## config.mk

```make
export PLATFORM = sky130hd
export DESIGN_NAME = pipelined_addsub
export DESIGN_NICKNAME = d
export VERILOG_FILES = /design/src/rtl/pipelined_addsub.sv
export SDC_FILE = /design/constraint.sdc
export NUM_CORES = 1
export LEC_CHECK = 0
export CAP_MARGIN = 20
export CELL_PAD_IN_SITES_DETAIL_PLACEMENT = 1
export CELL_PAD_IN_SITES_GLOBAL_PLACEMENT = 1
export CORE_MARGIN = 3
export CORE_UTILIZATION = 46
export DETAILED_ROUTE_END_ITERATION = 10
export PLACE_DENSITY = 0.83
export SLEW_MARGIN = 40
export SYNTH_ARGS = -nofsm -noshare
export SYNTH_HDL_FRONTEND = slang
export SYNTH_SLANG_ARGS = --single-unit
```

## constraint.sdc

```tcl
create_clock -name clk -period 4.2 [get_ports clk]
set_input_delay 0.63 -clock clk [delete_from_list [all_inputs] [get_ports clk]]
set_output_delay 0.63 -clock clk [all_outputs]
set_load 0.02 [all_outputs]
```

## src/rtl/pipelined_addsub.sv

```systemverilog
// pipelined_addsub: WIDTH-bit adder/subtractor split into STAGES carry-chained
// slices, one slice per pipeline stage, behind a valid/ready handshake.
// Each stage k adds slice k of A and of the conditionally inverted B, plus the
// carry registered by stage k-1. Upper operand slices ride along with the
// operation until their stage, and finished lower sum slices ride along until
// the last stage, so every slice of one operation leaves together.
module pipelined_addsub #(
  parameter int WIDTH  = 16,
  parameter int STAGES = 4
) (
  input  logic             clk,
  input  logic             rst,
  input  logic             in_valid,
  output logic             in_ready,
  input  logic [WIDTH-1:0] a,
  input  logic [WIDTH-1:0] b,
  input  logic             cin,
  input  logic             sub,
  output logic             out_valid,
  input  logic             out_ready,
  output logic [WIDTH-1:0] s,
  output logic             cout,
  output logic             ovf
);

  localparam int ST    = (STAGES < 1) ? 1 : STAGES;
  localparam int CHUNK = WIDTH / ST;
  localparam int LAST  = ST - 1;

  if ((STAGES < 1) || ((WIDTH % ST) != 0)) begin : g_cfg_err
    $error("pipelined_addsub: WIDTH (%0d) must be a multiple of STAGES (%0d), STAGES >= 1",
           WIDTH, STAGES);
  end

  // Whole-pipe shift enable: the output slot is empty or being drained.
  logic advance;

  // Per-stage inputs: stage 0 sees the ports, stage k sees stage k-1's registers.
  logic [WIDTH-1:0] a_in   [ST];
  logic [WIDTH-1:0] b_in   [ST];
  logic [WIDTH-1:0] s_in   [ST];
  logic [ST-1:0]    c_in;
  logic [ST-1:0]    sub_in;
  logic [ST-1:0]    vld_in;

  // Per-stage registers. a/b carry the not-yet-consumed operand slices, s the
  // sum slices finished so far, c the carry out of this stage's slice.
  logic [WIDTH-1:0] a_q [ST];
  logic [WIDTH-1:0] a_d [ST];
  logic [WIDTH-1:0] b_q [ST];
  logic [WIDTH-1:0] b_d [ST];
  logic [WIDTH-1:0] s_q [ST];
  logic [WIDTH-1:0] s_d [ST];
  logic [ST-1:0]    c_q;
  logic [ST-1:0]    c_d;
  logic [ST-1:0]    sub_q;
  logic [ST-1:0]    sub_d;
  logic [ST-1:0]    vld_q;
  logic [ST-1:0]    vld_d;
  logic [ST-1:0]    ovf_q;
  logic [ST-1:0]    ovf_d;

  assign advance   = !vld_q[LAST] || out_ready;
  assign in_ready  = advance;

  assign out_valid = vld_q[LAST];
  assign s         = s_q[LAST];
  // Subtraction runs as A + ~B + ~cin, so the borrow is the inverted carry.
  assign cout      = c_q[LAST] ^ sub_q[LAST];
  assign ovf       = ovf_q[LAST];

  for (genvar k = 0; k < ST; k++) begin : g_link
    if (k == 0) begin : g_head
      assign a_in[k]   = a;
      assign b_in[k]   = b ^ {WIDTH{sub}};
      assign s_in[k]   = '0;
      assign c_in[k]   = cin ^ sub;
      assign sub_in[k] = sub;
      assign vld_in[k] = in_valid;
    end else begin : g_body
      assign a_in[k]   = a_q[k-1];
      assign b_in[k]   = b_q[k-1];
      assign s_in[k]   = s_q[k-1];
      assign c_in[k]   = c_q[k-1];
      assign sub_in[k] = sub_q[k-1];
      assign vld_in[k] = vld_q[k-1];
    end
  end

  // Slice adders and next-state selection: shift everything on advance, else hold.
  always_comb begin
    logic [CHUNK:0] sum_t;
    sum_t = '0;
    for (int k = 0; k < ST; k++) begin
      sum_t = {1'b0, a_in[k][k*CHUNK +: CHUNK]}
            + {1'b0, b_in[k][k*CHUNK +: CHUNK]}
            + {{CHUNK{1'b0}}, c_in[k]};
      a_d[k]   = a_q[k];
      b_d[k]   = b_q[k];
      s_d[k]   = s_q[k];
      c_d[k]   = c_q[k];
      sub_d[k] = sub_q[k];
      vld_d[k] = vld_q[k];
      ovf_d[k] = ovf_q[k];
      if (advance) begin
        a_d[k]                   = a_in[k];
        b_d[k]                   = b_in[k];
        s_d[k]                   = s_in[k];
        s_d[k][k*CHUNK +: CHUNK] = sum_t[CHUNK-1:0];
        c_d[k]                   = sum_t[CHUNK];
        sub_d[k]                 = sub_in[k];
        vld_d[k]                 = vld_in[k];
        // Sign-bit inputs and sum give the carry into the MSB; XOR with the
        // carry out is the signed overflow. Only the top slice's value is used.
        ovf_d[k]                 = a_in[k][k*CHUNK+CHUNK-1] ^ b_in[k][k*CHUNK+CHUNK-1]
                                 ^ sum_t[CHUNK-1] ^ sum_t[CHUNK];
      end
    end
  end

  // Operand skew registers: pure data, never reset.
  always_ff @(posedge clk) begin
    for (int k = 0; k < ST; k++) begin
      a_q[k] <= a_d[k];
      b_q[k] <= b_d[k];
    end
  end

  // Valid, carry, sum and flag registers: cleared by reset, discarding in-flight ops.
  always_ff @(posedge clk) begin
    if (rst) begin
      for (int k = 0; k < ST; k++) begin
        s_q[k]   <= '0;
        c_q[k]   <= 1'b0;
        sub_q[k] <= 1'b0;
        vld_q[k] <= 1'b0;
        ovf_q[k] <= 1'b0;
      end
    end else begin
      for (int k = 0; k < ST; k++) begin
        s_q[k]   <= s_d[k];
        c_q[k]   <= c_d[k];
        sub_q[k] <= sub_d[k];
        vld_q[k] <= vld_d[k];
        ovf_q[k] <= ovf_d[k];
      end
    end
  end

endmodule
```

==> results.cfg, run 1 <==
[run_status]
status = finished clean

[clock_network]
cts_hold_buf = 0
clkTransAtPathRegs_ns = 0.09
cts.repair.resized = 0
insertion_delay_ns = 0.35
cts_setup_buffers = 0
numCtsBuffers = 9
clkSinkCount = 101
clock_path_buffers = 2
cts_tree = built
root_buffer = clkbuf_8
h-tree-depth = 3

[finish]
drive_gt1_frac = 0.0792
fillers = 870
mostFrequentLayoutCell = nand2_1
num_antenna_cells = 0
utilization = 0.583
area_growth_syn_to_layout_pct = 20.1
final_cells = 509
final_nets = 457
layout_common_cells = nand2_1, clkdlybuf4s50_1, dfxtp_1, edfxtp_1, a21oi_1

[worst_hold_path]
min-delay-path-class = reg2reg
hold_depth = 0
hp-start = a_q[0][15]
min_to = a_q[1][15]

[timing]
maxSlewHeadroom = 0.533
slew_viol_final = 0
hold_viol = 0
clock_skew_ns = 0.0104
final.period_utilization = 0.639
hold_slack_ns = 0.425
setup_viol = 0
setup_tns_ns = 0
worst_slack_ns = 1.52
worstMarginPinSlew_ns = 0.700
period_minus_slack_ns = 2.68
rsz0062_at_grt = no
timing.fmax_mhz = 373

[power_and_ir_drop]
clockPowerShare = 0.302
p_comb_frac = 0.149
power_frac_seq = 0.549
total_leakage_power_nw = 1.87
power_density_mw_per_mm2 = 440
ir_worst_vdd_mv = 0.247
sw_frac_of_total = 0.244
switchingPower_w = 0.000525
p_int_w = 0.00163

[detailed_routing]
drt_first_pass_iters = 6
drc = 0
vias = 2583
wirelength_um = 8010
viasPerCell = 5.07
wl_per_cell_um = 15.7
antenna_left = 0
drt_iter0_drc = 97

[setup_path]
slowest_delay_ns = 0.47
crit_chain = clkdlybuf4s50_1, buf_4, xor2_1, fa_1, fa_1, a21o_1, a211oi_1, a211oi_1
crit_family = adder cells
cp.buffers_inverters = 2
crit_type = in2reg
rrSetupSlack_ns = 2.06
start_kind = primary input
cp.required_ns = 4.42
slowest_stage = clkdlybuf4s50_1
critPathMaxFanout = 18
r2r-start = a_q[2][12]
end_kind = flip-flop
reg2reg_depth = 6
cp.arrival_ns = 2.91
r2r_end = ovf_q[3]
crit_cells = 8

[synth]
syn_area_mm2 = 0.00407
synth_cell_types = 32
synthAdderAreaFrac = 0.0763
synth-xor-area-share = 0.0474
syn_inst = 346
synth_seq_area_share = 0.616
yosys.area_share.simple = 0.114
synth_area_leader_cell = edfxtp_1
synth_top_family_by_area = simple AND/OR/NAND/NOR gates
synth-compound-area-share = 0.106
synth_top_area_frac = 0.355
synthTopCellsByArea = edfxtp_1, dfxtp_1, nand2_1
ys.warnings.count = 0
synth_nets = 404
synthMuxAreaShare = 0
synth-seq-cells = 101
avgSynthCellArea_um2 = 11.7

[flow_run]
max_cap_violations = 0

[place]
port_buffers = 57
place_hpwl_um = 5410
dp_cells = 493
gp_congestion = 0.789
pre_cts_slack_ns = 1.17

[floorplan]
io_pins = 58
fp.dieW_um = 100
start_util = 0.485
fp-row-count = 33
die_area_mm2 = 0.0100
die_y_um = 100
core_mm2 = 0.00838

[global_routing]
grt_antenna_before_repair = 0
grt-ovfl-total = 0
grt_usage = 0.170
grt_max_degree = 61
grt_pass1_wl_um = 13300
grt_pass1_vias = 2755
area by class of cell:
class | instances | area (um^2) | area share
clock buffers | 11 | 131 | 0.0269
clock inverters | 5 | 76.3 | 0.0156
inverters | 11 | 42.5 | 0.00871
multi-input cells | 214 | 1400 | 0.286
flip-flops and latches | 101 | 2500 | 0.512
well taps | 105 | 131 | 0.0269
repair buffers | 62 | 603 | 0.123
stage by stage:
step | total power, W | instance area, um^2
6_report | 0.00215 | 4880
5_1_grt | 0.00225 | 4880
4_1_cts | 0.00217 | 4880
3_5_place_dp | 0.00152 | 4680
3_3_place_gp | 0.00150 | 4680
2_1_floorplan | 0.00139 | 4070
worst max-delay path by stage:
stage / start / end
4_1_cts: sub / c_q[0]
5_1_grt: sub / c_q[0]
2_1_floorplan: sub / c_q[0]
3_3_place_gp: sub / c_q[0]
6_report: sub / c_q[0]
3_5_place_dp: sub / c_q[0]
synth_stat cells:
cell type and n:
fa_1 8, nand4b_1 2, a21oi_4 1, a21oi_1 40, nor2b_1 3, a21oi_2 1, inv_2 1, o21ai_0 5
ha_1 12, buf_6 4, inv_1 10, xor2_1 19, nand2_1 74, dfxtp_1 53, or3_1 1, a21o_1 5
nor2_1 15, nor2b_4 1, buf_4 4, edfxtp_1 48, nand3_1 3, a211oi_2 9, buf_1 1, nor3_1 1
nand3b_1 5, buf_2 4, xnor2_1 3, o21a_1 1, or4_1 2, o31ai_1 1, clkbuf_1 7, a211oi_1 2
cell families after synthesis:
| logic type | after synthesis |
|---|---|
| xor+xnor | 22 |
| simple gates | 107 |
| compound gates | 65 |
| fa+ha+maj | 20 |
| buf+inv | 31 |
| flops | 101 |
power groups by stage:
stage,sequential (W),combinational (W),clock [W]
after global routing,0.00119,0.000357,0.000702
after detailed placement,0.00120,0.000321,0
after CTS,0.00118,0.000327,0.000660
final,0.00118,0.000321,0.000650
after floorplan,0.00121,0.000178,0
after global placement,0.00119,0.000305,0
state kept, by name, indices dropped and copies added, names as in the netlist:
register  flops
a_q          24
vld_q         4
sub_q         4
c_q           4
b_q          24
s_q          40
ovf_q         1
routing by layer:
metal  GRT usage  part of all wire
met5           0                 0
met4      0.0404            0.0066
met3      0.0459             0.044
met2       0.302              0.52
met1       0.205              0.43
Note: power is estimated with default switching activity, not from simulation.
==> run 2: changes to the inputs <==
CORE_UTILIZATION = 39   (was 46)
PLACE_DENSITY = 0.75   (was 0.83)
clock period = 2.3 ns   (was 4.2 ns; I/O delays follow)
==> results.cfg, run 2 (same netlist as run 1, synthesis figures left out) <==
[place]
port_buffers = 57
place_hpwl_um = 5470
gp_congestion = 0.746
placed_cell_area_mm2 = 0.00474

[timing]
maxSlewHeadroom = 0.542
worstMarginPinSlew_ns = 0.687
slew_viol_final = 0
hold_viol = 0
rsz0062_at_grt = no
final.period_utilization = 0.963
setup_viol = 0
hold_slack_ns = 0.424
period_minus_slack_ns = 2.22
clock_skew_ns = 0.0106
timing.fmax_mhz = 451

[power_and_ir_drop]
total_leakage_power_nw = 1.88
power_density_mw_per_mm2 = 781
power.total_w = 0.00386
ir_worst_vdd_mv = 0.420

[finish]
area_growth_syn_to_layout_pct = 21.4
num_antenna_cells = 0
reg_top3 = s_q x40, a_q x24, b_q x24
utilization = 0.496
layout.area.seq_mm2 = 0.00250
largest_register_ffs = 40
top_register = s_q
final_nets = 459
mostFrequentLayoutCell = nand2_1
fillers = 1062
design_area_mm2 = 0.00494
multi_input_area_mm2 = 0.00140
layout_common_cells = nand2_1, clkdlybuf4s50_1, dfxtp_1, edfxtp_1, a21oi_1
drive_gt1_frac = 0.0887

[floorplan]
die_y_um = 108
die_area_mm2 = 0.0117
fp.dieW_um = 108
start_util = 0.408
fp-row-count = 36
io_pins = 58
core_mm2 = 0.00995

[clock_network]
numCtsBuffers = 9
cts_tree = built
cts_setup_buffers = 0
cts_hold_buf = 0
insertion_delay_ns = 0.36
cts.repair.resized = 0
clkSinkCount = 101
clock_path_buffers = 2
root_buffer = clkbuf_8
clkTransAtPathRegs_ns = 0.10
h-tree-depth = 3

[detailed_routing]
wirelength_um = 7800
drt_first_pass_iters = 4
viasPerCell = 4.78
vias = 2579
antenna_left = 0
drc = 0
wl_per_cell_um = 14.5
drt_iter0_drc = 112

[worst_hold_path]
min-delay-path-class = reg2reg
hold_depth = 0
hp-start = b_q[0][8]

[global_routing]
grt_max_degree = 104
grt_pass1_vias = 2746
grt_antenna_before_repair = 0
grt_pass1_wl_um = 13100
grt-ovfl-total = 0
grt_usage = 0.144

[setup_path]
cp.required_ns = 2.54
rrSetupSlack_ns = 0.23
crit_type = in2reg
startpoint = sub
r2r-start = a_q[2][12]
slowest_stage = clkdlybuf4s50_1
end_kind = flip-flop
crit_chain = clkdlybuf4s50_1, xor2_1, fa_1, fa_1, a21o_1, a211oi_1, a211oi_1
reg2reg_depth = 6
critPathMaxFanout = 3
cp.arrival_ns = 2.45
start_kind = primary input
slowest_delay_ns = 0.52

[run_status]
status = finished clean

[flow_run]
max_cap_violations = 0
[run 2: cell count changes in the layout (fill, tap and decap cells not counted), sizes merged]
cell      previous run  this run
buf                  6         8
inv                 10        12
clkbuf              11         9
bufinv               2         1
clkinvlp             2         3
[run 2: area by class of cell]
| type | instances | area share |
|---|---|---|
| clock buffers | 9 | 0.0251 |
| inverters | 11 | 0.00862 |
| well taps | 133 | 0.0337 |
| repair buffers | 64 | 0.128 |
| clock inverters | 7 | 0.0150 |
| flip-flops and latches | 101 | 0.507 |
| multi-input cells | 214 | 0.283 |
[run 2: metrics by stage]
stage	instances	worst slack, ns	TNS, ns
floorplan	346	0.194	0
global placement	523	-0.211	-0.528
detailed placement	523	-0.288	-0.771
CTS	539	0.105	0
global route	539	0.0272	0
finish	539	0.0845	0
[run 2: path summary, 6_finish.rpt]
path	end
worst max-delay path	c_q[0]
worst max register to register	ovf_q[3]
worst min register to register	b_q[1][8]
worst min-delay path	b_q[1][8]
[run 2: report_power, final]
group          internal, W  leakage [nW]  switching, W
combinational     0.000299         0.845      0.000290
sequential         0.00207         0.943     0.0000831
clock             0.000507        0.0899      0.000611
[run 2: critical path: cells and delay by family]
| family | cells | cell delay, ns |
|---|---|---|
| adders and majority gates | 2 | 0.85 |
| buffers and inverters | 1 | 0.52 |
| AOI/OAI and AO/OA | 3 | 0.50 |
| xor gates and xnor gates | 1 | 0.22 |
[run 2: layer usage]
| metal | global-route usage | wire length (um) |
|---|---|---|
| met1 | 0.170 | 3360 |
| met2 | 0.255 | 4010 |
| met3 | 0.0328 | 273 |
| met4 | 0.0523 | 159 |
| met5 | 0 | 0 |
==> run 3: changes to the inputs <==
REMOVE_ABC_BUFFERS = 1   (was default)
==> results.cfg, run 3 (same netlist as run 1, synthesis figures left out) <==
[floorplan]
io_pins = 58
start_util = 0.408
core_mm2 = 0.00995
fp.dieW_um = 108
die_y_um = 108
fp-row-count = 36
die_area_mm2 = 0.0117

[finish]
final_nets = 461
drive_gt1_frac = 0.0956
area_growth_syn_to_layout_pct = 21.7
largest_register_ffs = 40
layout.area.seq_mm2 = 0.00250
fillers = 1077
top_register = s_q
design_area_mm2 = 0.00495
layout_common_cells = nand2_1, clkdlybuf4s50_1, dfxtp_1, edfxtp_1, a21oi_1
reg_top3 = s_q x40, a_q x24, b_q x24
multi_input_area_mm2 = 0.00140
mostFrequentLayoutCell = nand2_1
num_antenna_cells = 0

[timing]
worst_slack_ns = 0.0886
final.period_utilization = 0.961
clock_skew_ns = 0.0123
maxSlewHeadroom = 0.578
timing.fmax_mhz = 452
rsz0062_at_grt = no
hold_viol = 0
worstMarginPinSlew_ns = 0.633
period_minus_slack_ns = 2.21
setup_viol = 0
slew_viol_final = 0

[setup_path]
slowest_stage = clkdlybuf4s50_1
cp.arrival_ns = 2.43
reg2reg_depth = 6
cp.required_ns = 2.52
r2r_end = ovf_q[3]
crit_chain = clkdlybuf4s50_1, xor2_1, fa_1, fa_1, a21o_1, a211oi_1, a211oi_1
slowest_delay_ns = 0.50
start_kind = primary input
critPathMaxFanout = 4
crit_type = in2reg
crit_family = adder cells
end_kind = flip-flop
rrSetupSlack_ns = 0.28
r2r-start = a_q[2][12]
cp.buffers_inverters = 1

[power_and_ir_drop]
total_leakage_power_nw = 1.89
switchingPower_w = 0.000994
ir_worst_vdd_mv = 0.287
p_comb_frac = 0.152
p_int_w = 0.00277
sw_frac_of_total = 0.264
power_density_mw_per_mm2 = 760
clockPowerShare = 0.278
power_frac_seq = 0.571

[detailed_routing]
vias = 2623
wirelength_um = 7790
antenna_left = 0
drt_iter0_drc = 76
viasPerCell = 4.85
drc = 0
wl_per_cell_um = 14.4
drt_first_pass_iters = 4

[global_routing]
grt_pass1_vias = 2750
grt_pass1_wl_um = 12900
grt_max_degree = 83
grt_antenna_before_repair = 0
grt-ovfl-total = 0
grt_usage = 0.142

[run_status]
status = finished clean

[worst_hold_path]
min-delay-path-class = reg2reg
hold_depth = 0
min_to = b_q[1][8]
hp-start = b_q[0][8]

[clock_network]
cts_setup_buffers = 0
insertion_delay_ns = 0.36
clock_path_buffers = 2
cts.repair.resized = 0
h-tree-depth = 3
cts_tree = built
root_buffer = clkbuf_8
numCtsBuffers = 9
clkSinkCount = 101
cts_hold_buf = 0
clkTransAtPathRegs_ns = 0.10

[place]
place_hpwl_um = 5300
placed_cell_area_mm2 = 0.00477
gp_congestion = 0.715
port_buffers = 57
pre_cts_slack_ns = -0.311

[flow_run]
max_cap_violations = 0
[run 3: worst max-delay path by stage]
| stage | from | endpoint | slack (ns) | cells past startpoint |
|---|---|---|---|---|
| after floorplan | vld_q[3] | s_q[1][7] | -0.19 | 5 |
| after global placement | sub | c_q[0] | -0.24 | 7 |
| after detailed placement | sub | c_q[0] | -0.31 | 7 |
| after CTS | sub | c_q[0] | 0.09 | 7 |
| after global routing | sub | c_q[0] | 0.02 | 7 |
| final | sub | c_q[0] | 0.09 | 7 |
[run 3: final cells by class]
cell class | instances | share of cell area
Sequential cell | 101 | 0.506
Tap cell | 133 | 0.0336
Timing Repair Buffer | 66 | 0.133
Inverter | 11 | 0.00860
Clock inverter | 7 | 0.0119
Multi-Input combinational cell | 214 | 0.282
Clock buffer | 9 | 0.0250
[run 3: routing by layer]
layer | global-route usage | up-vias | part of all wire
li1 | - | 1286 | -
met1 | 0.160 | 1288 | 0.41
met2 | 0.267 | 39 | 0.55
met3 | 0.0215 | 10 | 0.026
met4 | 0.0595 | 0 | 0.018
met5 | 0 | - | 0
[run 3: metrics by stage]
| step | TNS, ns | power (W) | instances | hold slack [ns] | utilization |
|---|---|---|---|---|---|
| after detailed placement | -0.555 | 0.00277 | 525 | 0.407 | 0.479 |
| after CTS | 0 | 0.00381 | 541 | 0.427 | 0.497 |
| after floorplan | -9.10 | 0.00251 | 326 | 0.400 | - |
| after global placement | -0.351 | 0.00272 | 525 | 0.400 | 0.479 |
| after global routing | 0 | 0.00396 | 541 | 0.436 | 0.497 |
| final | 0 | 0.00376 | 541 | 0.424 | 0.497 |
[run 3: power groups by stage]
stage / clock (W) / combinational [W] / sequential [W]
after floorplan: 0 / 0.000301 / 0.00221
after global placement: 0 / 0.000551 / 0.00217
after detailed placement: 0 / 0.000578 / 0.00219
after CTS: 0.00108 / 0.000584 / 0.00215
after global routing: 0.00115 / 0.000638 / 0.00217
final: 0.00104 / 0.000571 / 0.00215
